[src/rtl/mux_4x1_rr_arbiter.sv]
// Round-robin arbiter sharing one 4:1 mux path among four requesters, with at most MAX_HOLD transfers per grant.
// Latency: grant is registered one cycle after a request; y/out_valid are combinational from the current grant.
// Backpressure: out_ready=0 freezes the grant and the transfer count, and y keeps following the granted data.
module mux_4x1_rr_arbiter #(
    parameter int WIDTH    = 8,
    parameter int MAX_HOLD = 4
) (
    input  logic               clock,
    input  logic               reset_b,
    input  logic [3:0]         req,
    input  logic [4*WIDTH-1:0] data_in,
    input  logic               out_ready,
    output logic               out_valid,
    output logic [WIDTH-1:0]   y,
    output logic [3:0]         grant,
    output logic [1:0]         sel,
    output logic               busy
);

    typedef enum logic {IDLE = 1'b0, GRANT = 1'b1} state_t;

    localparam logic [3:0] HOLD_LAST = 4'(MAX_HOLD - 1);

    state_t     state_q, state_d;
    logic [1:0] sel_q, sel_d;
    logic [1:0] last_ptr_q, last_ptr_d;
    logic [3:0] grant_q, grant_d;
    logic [3:0] hold_cnt_q, hold_cnt_d;

    logic [1:0] rr_base;
    logic [1:0] rr_cand;
    logic [1:0] rr_idx;
    logic       rr_found;
    logic       xfer;
    logic       release_grant;

    always_ff @(posedge clock or negedge reset_b) begin
        if (!reset_b) begin
            state_q    <= IDLE;
            sel_q      <= 2'd0;
            last_ptr_q <= 2'd3;
            grant_q    <= 4'd0;
            hold_cnt_q <= 4'd0;
        end else begin
            state_q    <= state_d;
            sel_q      <= sel_d;
            last_ptr_q <= last_ptr_d;
            grant_q    <= grant_d;
            hold_cnt_q <= hold_cnt_d;
        end
    end

    // On release the search starts just after the releasing index, so it ends up lowest priority.
    always_comb begin
        rr_base  = (state_q == GRANT) ? sel_q : last_ptr_q;
        rr_found = 1'b0;
        rr_idx   = rr_base;
        rr_cand  = rr_base;
        for (int k = 4; k >= 1; k--) begin
            rr_cand = rr_base + 2'(k);
            if (req[rr_cand]) begin
                rr_found = 1'b1;
                rr_idx   = rr_cand;
            end
        end
    end

    assign xfer          = out_valid & out_ready;
    assign release_grant = !req[sel_q] || (xfer && (hold_cnt_q == HOLD_LAST));

    always_comb begin
        state_d    = state_q;
        sel_d      = sel_q;
        last_ptr_d = last_ptr_q;
        grant_d    = grant_q;
        hold_cnt_d = hold_cnt_q;
        case (state_q)
            IDLE: begin
                if (rr_found) begin
                    state_d    = GRANT;
                    sel_d      = rr_idx;
                    grant_d    = 4'b0001 << rr_idx;
                    hold_cnt_d = 4'd0;
                end
            end
            GRANT: begin
                if (release_grant) begin
                    last_ptr_d = sel_q;
                    if (rr_found) begin
                        sel_d      = rr_idx;
                        grant_d    = 4'b0001 << rr_idx;
                        hold_cnt_d = 4'd0;
                    end else begin
                        state_d = IDLE;
                        grant_d = 4'd0;
                    end
                end else if (xfer) begin
                    hold_cnt_d = hold_cnt_q + 4'd1;
                end
            end
            default: state_d = IDLE;
        endcase
    end

    always_comb begin
        busy      = (state_q == GRANT);
        out_valid = busy && req[sel_q];
        y         = out_valid ? data_in[int'(sel_q)*WIDTH +: WIDTH] : '0;
        grant     = grant_q;
        sel       = sel_q;
    end

endmodule

[config.mk]
export PLATFORM = sky130hd
export DESIGN_NAME = mux_4x1_rr_arbiter
export DESIGN_NICKNAME = d
export VERILOG_FILES = /design/src/rtl/mux_4x1_rr_arbiter.sv
export SDC_FILE = /design/constraint.sdc
export NUM_CORES = 1
export LEC_CHECK = 0
export CORE_UTILIZATION = 30
export CTS_BUF_LIST = sky130_fd_sc_hd__clkbuf_8
export DETAILED_ROUTE_END_ITERATION = 8
export DONT_BUFFER_PORTS = 1
export GPL_TIMING_DRIVEN = 1
export PLACE_DENSITY_LB_ADDON = 0.1
export SLEW_MARGIN = 20
export SYNTH_ARGS = -nofsm -noshare
export SYNTH_HDL_FRONTEND = slang
export SYNTH_SLANG_ARGS = --single-unit
[constraint.sdc]
create_clock -name clock -period 1.96 [get_ports clock]
set_input_delay 0.49 -clock clock [delete_from_list [all_inputs] [get_ports clock]]
set_output_delay 0.49 -clock clock [all_outputs]
set_load 0.03 [all_outputs]
==> results of run 1 <==
-- area by class of cell --
cell class                      count  share of cell area (%)
Multi-Input combinational cell     63                    52.8
Sequential cell                    13                    26.5
Timing Repair Buffer               15                    11.1
Tap cell                           44                    4.38
Clock buffer                        3                    3.29
Inverter                            5                    1.69
Clock inverter                      1                   0.299
-- synth_stat cells, drive strengths merged --
cell and instances:
a22o 4, ha 1, nor3 1, inv 5, mux2i 2, nand2b 1, nor4 1, dfrtp 11
o22a 1, and3 9, a21boi 1, nor2 2, and2 1, or3 1, dlygate4sd1 1, o22ai 3
o31ai 1, mux4 9, a22oi 2, nand2 6, dfstp 2, buf 2, nor2b 1, a21oi 2
nand3 1, o21ai 7, o41ai 1, mux2 5
-- stage by stage --
stage | cell area, sq um | hold slack (ns) | util [%] | setup WS, ns | setup TNS, ns
floorplan | 968 | 0.194 | - | 0.0437 | 0
global placement | 1050 | 0.195 | 34.4 | 0.0583 | 0
detailed placement | 1050 | 0.195 | 34.4 | 0.0422 | 0
CTS | 1230 | 0.0859 | 40.3 | -0.0675 | -0.563
global route | 1260 | 0.0809 | 41.1 | -0.116 | -1.03
finish | 1260 | 0.0921 | 41.1 | -0.0750 | -0.623
-- flip-flops by register name (all words and copies together), names as in the netlist --
signal,flops
busy,1
grant,4
hold_cnt_q,4
last_ptr_q,2
sel,2
-- power breakdown --
part           internal (mW)  total, mW  switching [mW]
clock                  0.138      0.228          0.0904
sequential             0.390      0.529           0.139
combinational          0.738       1.47           0.730
total                   1.27       2.23           0.959
-- final timing paths --
kind / start / endpoint / depth (start not counted)
worst max-delay path: sel[0]$_DFFE_PN0P_ / y[6] / 4
worst min-delay path: reset_b / last_ptr_q[0]$_DFFE_PN1P_ / 0
worst max register to register: sel[0]$_DFFE_PN0P_ / last_ptr_q[1]$_DFFE_PN1P_ / 7
worst min register to register: hold_cnt_q[2]$_DFFE_PN0P_ / hold_cnt_q[2]$_DFFE_PN0P_ / 1
max in group asynchronous: reset_b / sel[0]$_DFFE_PN0P_ / 1
min in group clock: out_ready / hold_cnt_q[2]$_DFFE_PN0P_ / 2
-- worst reg2reg max path, cell delays in order (launching register included) --
cell and delay, ns:
dfrtp_4 0.49, buf_6 0.14, mux4_2 0.32, buf_6 0.16, buf_4 0.13, buf_4 0.13, a21boi_4 0.16, mux2_4 0.31
-- timing repair --
item / in CTS / in global routing
hold buffers: 1 / 0
buffers inserted: 7 / 0
endpoints found under the setup margin: 9 / 15
gates resized for setup: 24 / 5
cloned: 0 / 0
hold endpoints to repair: 11 / 0
pin swaps: 0 / 0
-- cells by family (layout without fill, tap and decap cells) --
| logic type | after synthesis | after routing |
|---|---|---|
| adder cells (fa/ha/maj) | 1 | 1 |
| multiplexers | 16 | 16 |
| AND/OR/NAND/NOR | 24 | 24 |
| AO/OA/AOI/OAI | 22 | 22 |
| flip-flops | 13 | 13 |
| buffers and inverters | 8 | 24 |
-- layer usage --
metal / vias to the layer above / part of all wire, % / track usage [%]
li1: 362 / - / -
met1: 376 / 42 / 18.0
met2: 35 / 52 / 25.8
met3: 2 / 6.1 / 1.98
met4: 0 / 0.35 / 4.08
met5: - / 0 / 0
==> impl_metrics.py, run 1 <==
metrics = {
    "logic_synthesis": {
        "synth_area_leaders": "dfrtp_1 29%, mux4_2 21%, and3_1 5.9%, dfstp_2 5.5%, a22o_1 3.7%",
        "netlist_area_sq_um": 958,
        "ys_ff_latch": 13,
        "netlist.area_leader.share_pct": 28.7,
        "synth.area.mux_share_pct": 29.9,
        "synth_top_family_by_area": "multiplexers",
        "yosysTopAreaCell": "dfrtp_1",
        "ys_seq_area_share_pct": 34.2,
        "syn_inst": 84,
        "yosys.area_share.simple_pct": 14.1,
        "yosysUniqueCellTypes": 37,
        "syn_area_per_cell_sq_um": 11.4,
        "yosysWarnings": 0,
        "synth_compound_area_share_pct": 16.7,
        "synthAdderAreaFrac_pct": 1.31,
        "syn_nets": 124,
        "synthXorXnorAreaFrac_pct": 0,
    },
    "critical_path": {
        "crit_chain": "buf_6 -> mux4_2 -> buf_6 -> and3_4",
        "critPathMaxStageDelay_ns": 0.49,
        "cp_data_arrival_time_ns": 1.54,
        "cpMostUsedCell": "buf_6",
        "cp_top_family": "flip-flops",
        "r2r_slack_ns": 0.05,
        "critical_path_class": "register to primary output",
        "critical_path.max_fanout": 5,
        "critical_path_buf_inv_count": 2,
        "critPathCaptureType": "primary output",
        "cp-start-kind": "register",
        "required_ns": 1.47,
        "cp_slowest_cell": "dfrtp_4",
    },
    "global_routing": {
        "grt_pass1_vias": 810,
        "grt_start_max_net_pins": 12,
        "overflow": 0,
        "grt_pass1_wl_mm": 3.73,
        "track_usage_pct": 14.4,
        "antenna_found_initial": 0,
    },
    "clock_network": {
        "cts_sinks": 13,
        "cts_buffers": 3,
        "cts_tree": "yes",
        "cts_max_path_buffers": 2,
        "clock_latency_ns": 0.24,
        "root_buffer": "clkbuf_8",
        "clk_pin_slew_ns": 0.05,
        "cts_max_level": 1,
    },
    "power": {
        "peakVddDrop_uv": 426,
        "powerDensity_mw_per_mm2": 1770,
        "total_power_mw": 2.23,
        "p_leak_nw": 0.519,
    },
    "layout": {
        "fin_nets": 141,
        "layout_common_cells": "10 x buf_4, 9 x mux4_2, 9 x dfrtp_1",
        "area_growth_pct": 31.1,
        "multi_input_area_sq_um": 663,
        "n_antenna_cell": 0,
        "layout_commonest_cell": "buf_4",
        "drive_gt1_share_pct": 54.0,
        "instances_no_fill": 144,
        "final-seq-area_sq_um": 333,
        "fill_cells": 308,
    },
    "routing": {
        "drt_wl_total_mm": 2.30,
        "drc": 0,
        "dr.pass1.iters": 4,
        "drtAntennaViolNets": 0,
        "drt_iter0_markers": 38,
        "wl_per_cell_um": 16.0,
        "vias": 775,
        "post_drt_via_cell_ratio": 5.38,
    },
    "place": {
        "dp_hpwl_mm": 1.63,
        "place_inst": 132,
        "place_congestion": 0.866,
        "place.port_buffers": 0,
    },
    "floorplanning": {
        "die_w_um": 58.5,
        "dieArea_sq_mm": 0.00342,
        "core_area_sq_mm": 0.00305,
        "io_pins": 55,
        "fp.dieH_um": 58.5,
        "start_util_pct": 31.4,
        "row_count": 20,
    },
    "timing": {
        "slew_headroom_pct": 64.7,
        "hold_viol_final": 0,
        "maxSlewViolCount": 0,
        "worst_pin_slew_ns": 0.528,
        "final.min_clock_period_ns": 2.03,
        "timing.final.crit_share_pct": 104,
        "fmax_ghz": 0.491,
        "setup_viol": 9,
        "rsz0062_at_grt": "true",
        "finalClockSkew_ns": 0.00111,
        "final.setup.worst_slack_ns": -0.0750,
    },
    "worst_hold_path": {
        "hold_class": "input pin to async pin",
    },
    "run_status": {
        "status": "finished, violations left",
        "violations": "setup timing",
    },
    "flow_run": {
        "drv_cap": 0,
    },
}
Power figures use the tool's default switching activity.
==> inputs of run 2 (changes only) <==
--- a/config.mk
+++ b/config.mk
@@ -5,6 +5,7 @@
 export SDC_FILE = /design/constraint.sdc
 export NUM_CORES = 1
 export LEC_CHECK = 0
+export ABC_AREA = 1
 export CORE_UTILIZATION = 30
 export CTS_BUF_LIST = sky130_fd_sc_hd__clkbuf_8
 export DETAILED_ROUTE_END_ITERATION = 8
==> run 2 against run 1 <==
Compared with the run above: via count up 65%; count of clock-buffer cells in the layout did not move; synthesized area is 29% higher; fmax up 5.0%; routed wire length up 48%; utilization increased by 1.3 points; sequential share of layout area is 5.9 points lower; the run now ends clean; clock skew hardly changed; global-route usage increased by 2.2 points; synthesized cell count increased by 140%.
==> impl_metrics.py, run 2 <==
metrics = {
    "place": {
        "place_inst": 249,
        "place.port_buffers": 0,
        "dp_hpwl_mm": 2.56,
        "place_congestion": 0.781,
    },
    "clock_network": {
        "root_buffer": "clkbuf_8",
        "cts_tree": "yes",
        "clk_pin_slew_ns": 0.06,
        "cts_max_path_buffers": 2,
        "cts_max_level": 1,
        "cts_buffers": 3,
        "cts_sinks": 13,
        "clock_latency_ns": 0.24,
    },
    "timing": {
        "final.min_clock_period_ns": 1.94,
        "finalClockSkew_ns": 0.000960,
        "fmax_ghz": 0.516,
        "rsz0062_at_grt": "true",
        "hold_viol_final": 0,
        "timing.final.crit_share_pct": 98.9,
        "maxSlewViolCount": 0,
        "slew_headroom_pct": 65.1,
        "worst_pin_slew_ns": 0.522,
        "setup_viol": 0,
    },
    "floorplanning": {
        "fp.dieH_um": 66.3,
        "row_count": 22,
        "core_area_sq_mm": 0.00380,
        "dieArea_sq_mm": 0.00439,
        "start_util_pct": 32.6,
        "die_w_um": 66.3,
        "io_pins": 55,
    },
    "routing": {
        "drtAntennaViolNets": 0,
        "wl_met3_um": 252,
        "dr.max_layer_used": "met4",
        "post_drt_via_cell_ratio": 4.90,
        "wl_per_cell_um": 13.1,
        "drt_wl_total_mm": 3.41,
        "dr.pass1.iters": 4,
        "wl_met1_mm": 1.51,
        "drt_iter0_markers": 57,
        "met2_length_mm": 1.63,
        "vias": 1279,
        "drc": 0,
    },
    "logic_synthesis": {
        "ys_seq_area_share_pct": 26.5,
        "syn_inst": 199,
        "async_reset_ff_share_pct": 100,
        "synth_edf_count": 0,
        "synth_top_flop_cell": "dfrtp_1",
        "yosysMostFrequentCell": "nand2_1",
        "netlist.area_leader.share_pct": 22.2,
        "syn_area_per_cell_sq_um": 6.22,
        "syn_nets": 239,
        "synth_area_leaders": "dfrtp_1 22%, nand2_1 17%, nor2_1 11%, o21ai_0 8.9%, nand2_2 6.6%",
        "ys_ff_latch": 13,
        "yosysWarnings": 0,
        "yosysUniqueCellTypes": 29,
        "yosysTopAreaCell": "dfrtp_1",
        "synth_common_cells": "56 x nand2_1, 35 x nor2_1, 22 x o21ai_0, 13 x nand2_2, 12 x a21oi_1",
        "netlist_area_sq_mm": 0.00124,
    },
    "critical_path": {
        "crit_chain": "buf_6 -> o21ai_4 -> nand3_4 -> buf_12 -> a21oi_4",
        "critical_path_class": "register to primary output",
        "cp-start-kind": "register",
        "r2r_slack_ns": 0.18,
        "critPathMaxStageDelay_ns": 0.40,
        "critical_path.max_fanout": 9,
        "required_ns": 1.47,
        "critPathCaptureType": "primary output",
        "cp_slowest_cell": "dfrtp_2",
        "cp_data_arrival_time_ns": 1.45,
    },
    "layout": {
        "area_growth_pct": 30.1,
        "fin_nets": 254,
        "layout_common_cells": "56 x nand2_1, 35 x nor2_1, 14 x o21ai_1",
        "n_antenna_cell": 0,
        "drive_gt1_share_pct": 32.4,
        "layout_commonest_cell": "nand2_1",
        "instances_no_fill": 261,
    },
    "global_routing": {
        "antenna_found_initial": 0,
        "grt_pass1_vias": 1344,
        "grt_start_max_net_pins": 12,
        "track_usage_pct": 16.6,
        "grt_pass1_wl_mm": 5.76,
        "overflow": 0,
    },
    "flow_run": {
        "drv_cap": 0,
    },
    "worst_hold_path": {
        "hold_class": "input pin to async pin",
    },
    "run_status": {
        "status": "finished, final reports clean",
    },
}
==> run 2: kinds of logic after synthesis <==
| logic type | Yosys count | synth area share [%] |
|---|---|---|
| and+or+nand+nor | 121 | 45.3 |
| xor gates and xnor gates | 2 | 1.41 |
| AOI/OAI and AO/OA | 40 | 17.4 |
| DFF | 13 | 26.5 |
| adders and majority gates | 1 | 1.01 |
| buffers and inverters | 22 | 8.48 |
==> run 2: path summary, 6_finish.rpt <==
| kind | from | endpoint | cells past startpoint |
|---|---|---|---|
| max | sel[0]$_DFFE_PN0P_ | y[5] | 5 |
| min | reset_b | last_ptr_q[0]$_DFFE_PN1P_ | 0 |
| max reg2reg | sel[1]$_DFFE_PN0P_ | hold_cnt_q[3]$_DFFE_PN0P_ | 15 |
| min reg2reg | last_ptr_q[1]$_DFFE_PN1P_ | last_ptr_q[1]$_DFFE_PN1P_ | 2 |
| max in group asynchronous | reset_b | sel[0]$_DFFE_PN0P_ | 1 |
| min in group clock | out_ready | hold_cnt_q[1]$_DFFE_PN0P_ | 2 |
==> run 2: through the flow <==
step | util [%] | TNS (ns) | setup WS, ns | instance area [sq um] | hold WS, ns
after floorplan | - | 0 | 0.0344 | 1340 | 0.194
after detailed placement | 37.4 | 0 | 0.0699 | 1420 | 0.195
after global routing | 42.4 | -0.198 | -0.0323 | 1610 | 0.0757
after CTS | 40.7 | -0.178 | -0.0416 | 1550 | 0.0835
after global placement | 37.4 | 0 | 0.128 | 1420 | 0.195
final | 42.4 | 0 | 0.0214 | 1610 | 0.0880
==> run 2: final cells by class <==
type | instances | area, sq um
sequential | 13 | 332
multi-input combinational | 164 | 956
timing repair buffer | 16 | 146
clock buffer | 3 | 41.3
inverter | 16 | 72.6
fill | 407 | 2190
clock inverter | 1 | 3.75
tap | 48 | 60.1
==> run 2: repair_timing <==
item | in CTS | in global routing
buffers inserted | 7 | 0
cloned | 0 | 0
resized for setup | 8 | 27
hold buffers | 1 | 0
endpoints found under the hold margin | 11 | 0
endpoints found under the setup margin | 9 | 13
pin swaps | 6 | 8
==> run 2: metal layers <==
metal | up-vias | track usage, %
li1 | 658 | -
met1 | 577 | 19.7
met2 | 40 | 30.4
met3 | 4 | 3.79
met4 | 0 | 2.93
met5 | - | 0
==> run 2: critical path: cells and delay by family, from the launching register on <==
kind | cells | cell delay (ns)
simple gates | 1 | 0.10
compound gates | 2 | 0.38
flops | 1 | 0.40
buf+inv | 2 | 0.32
Power of run 2 is left out: the tool's default activity adds up to more than one toggle a clock period on the data nets, which glitch-free logic cannot reach.
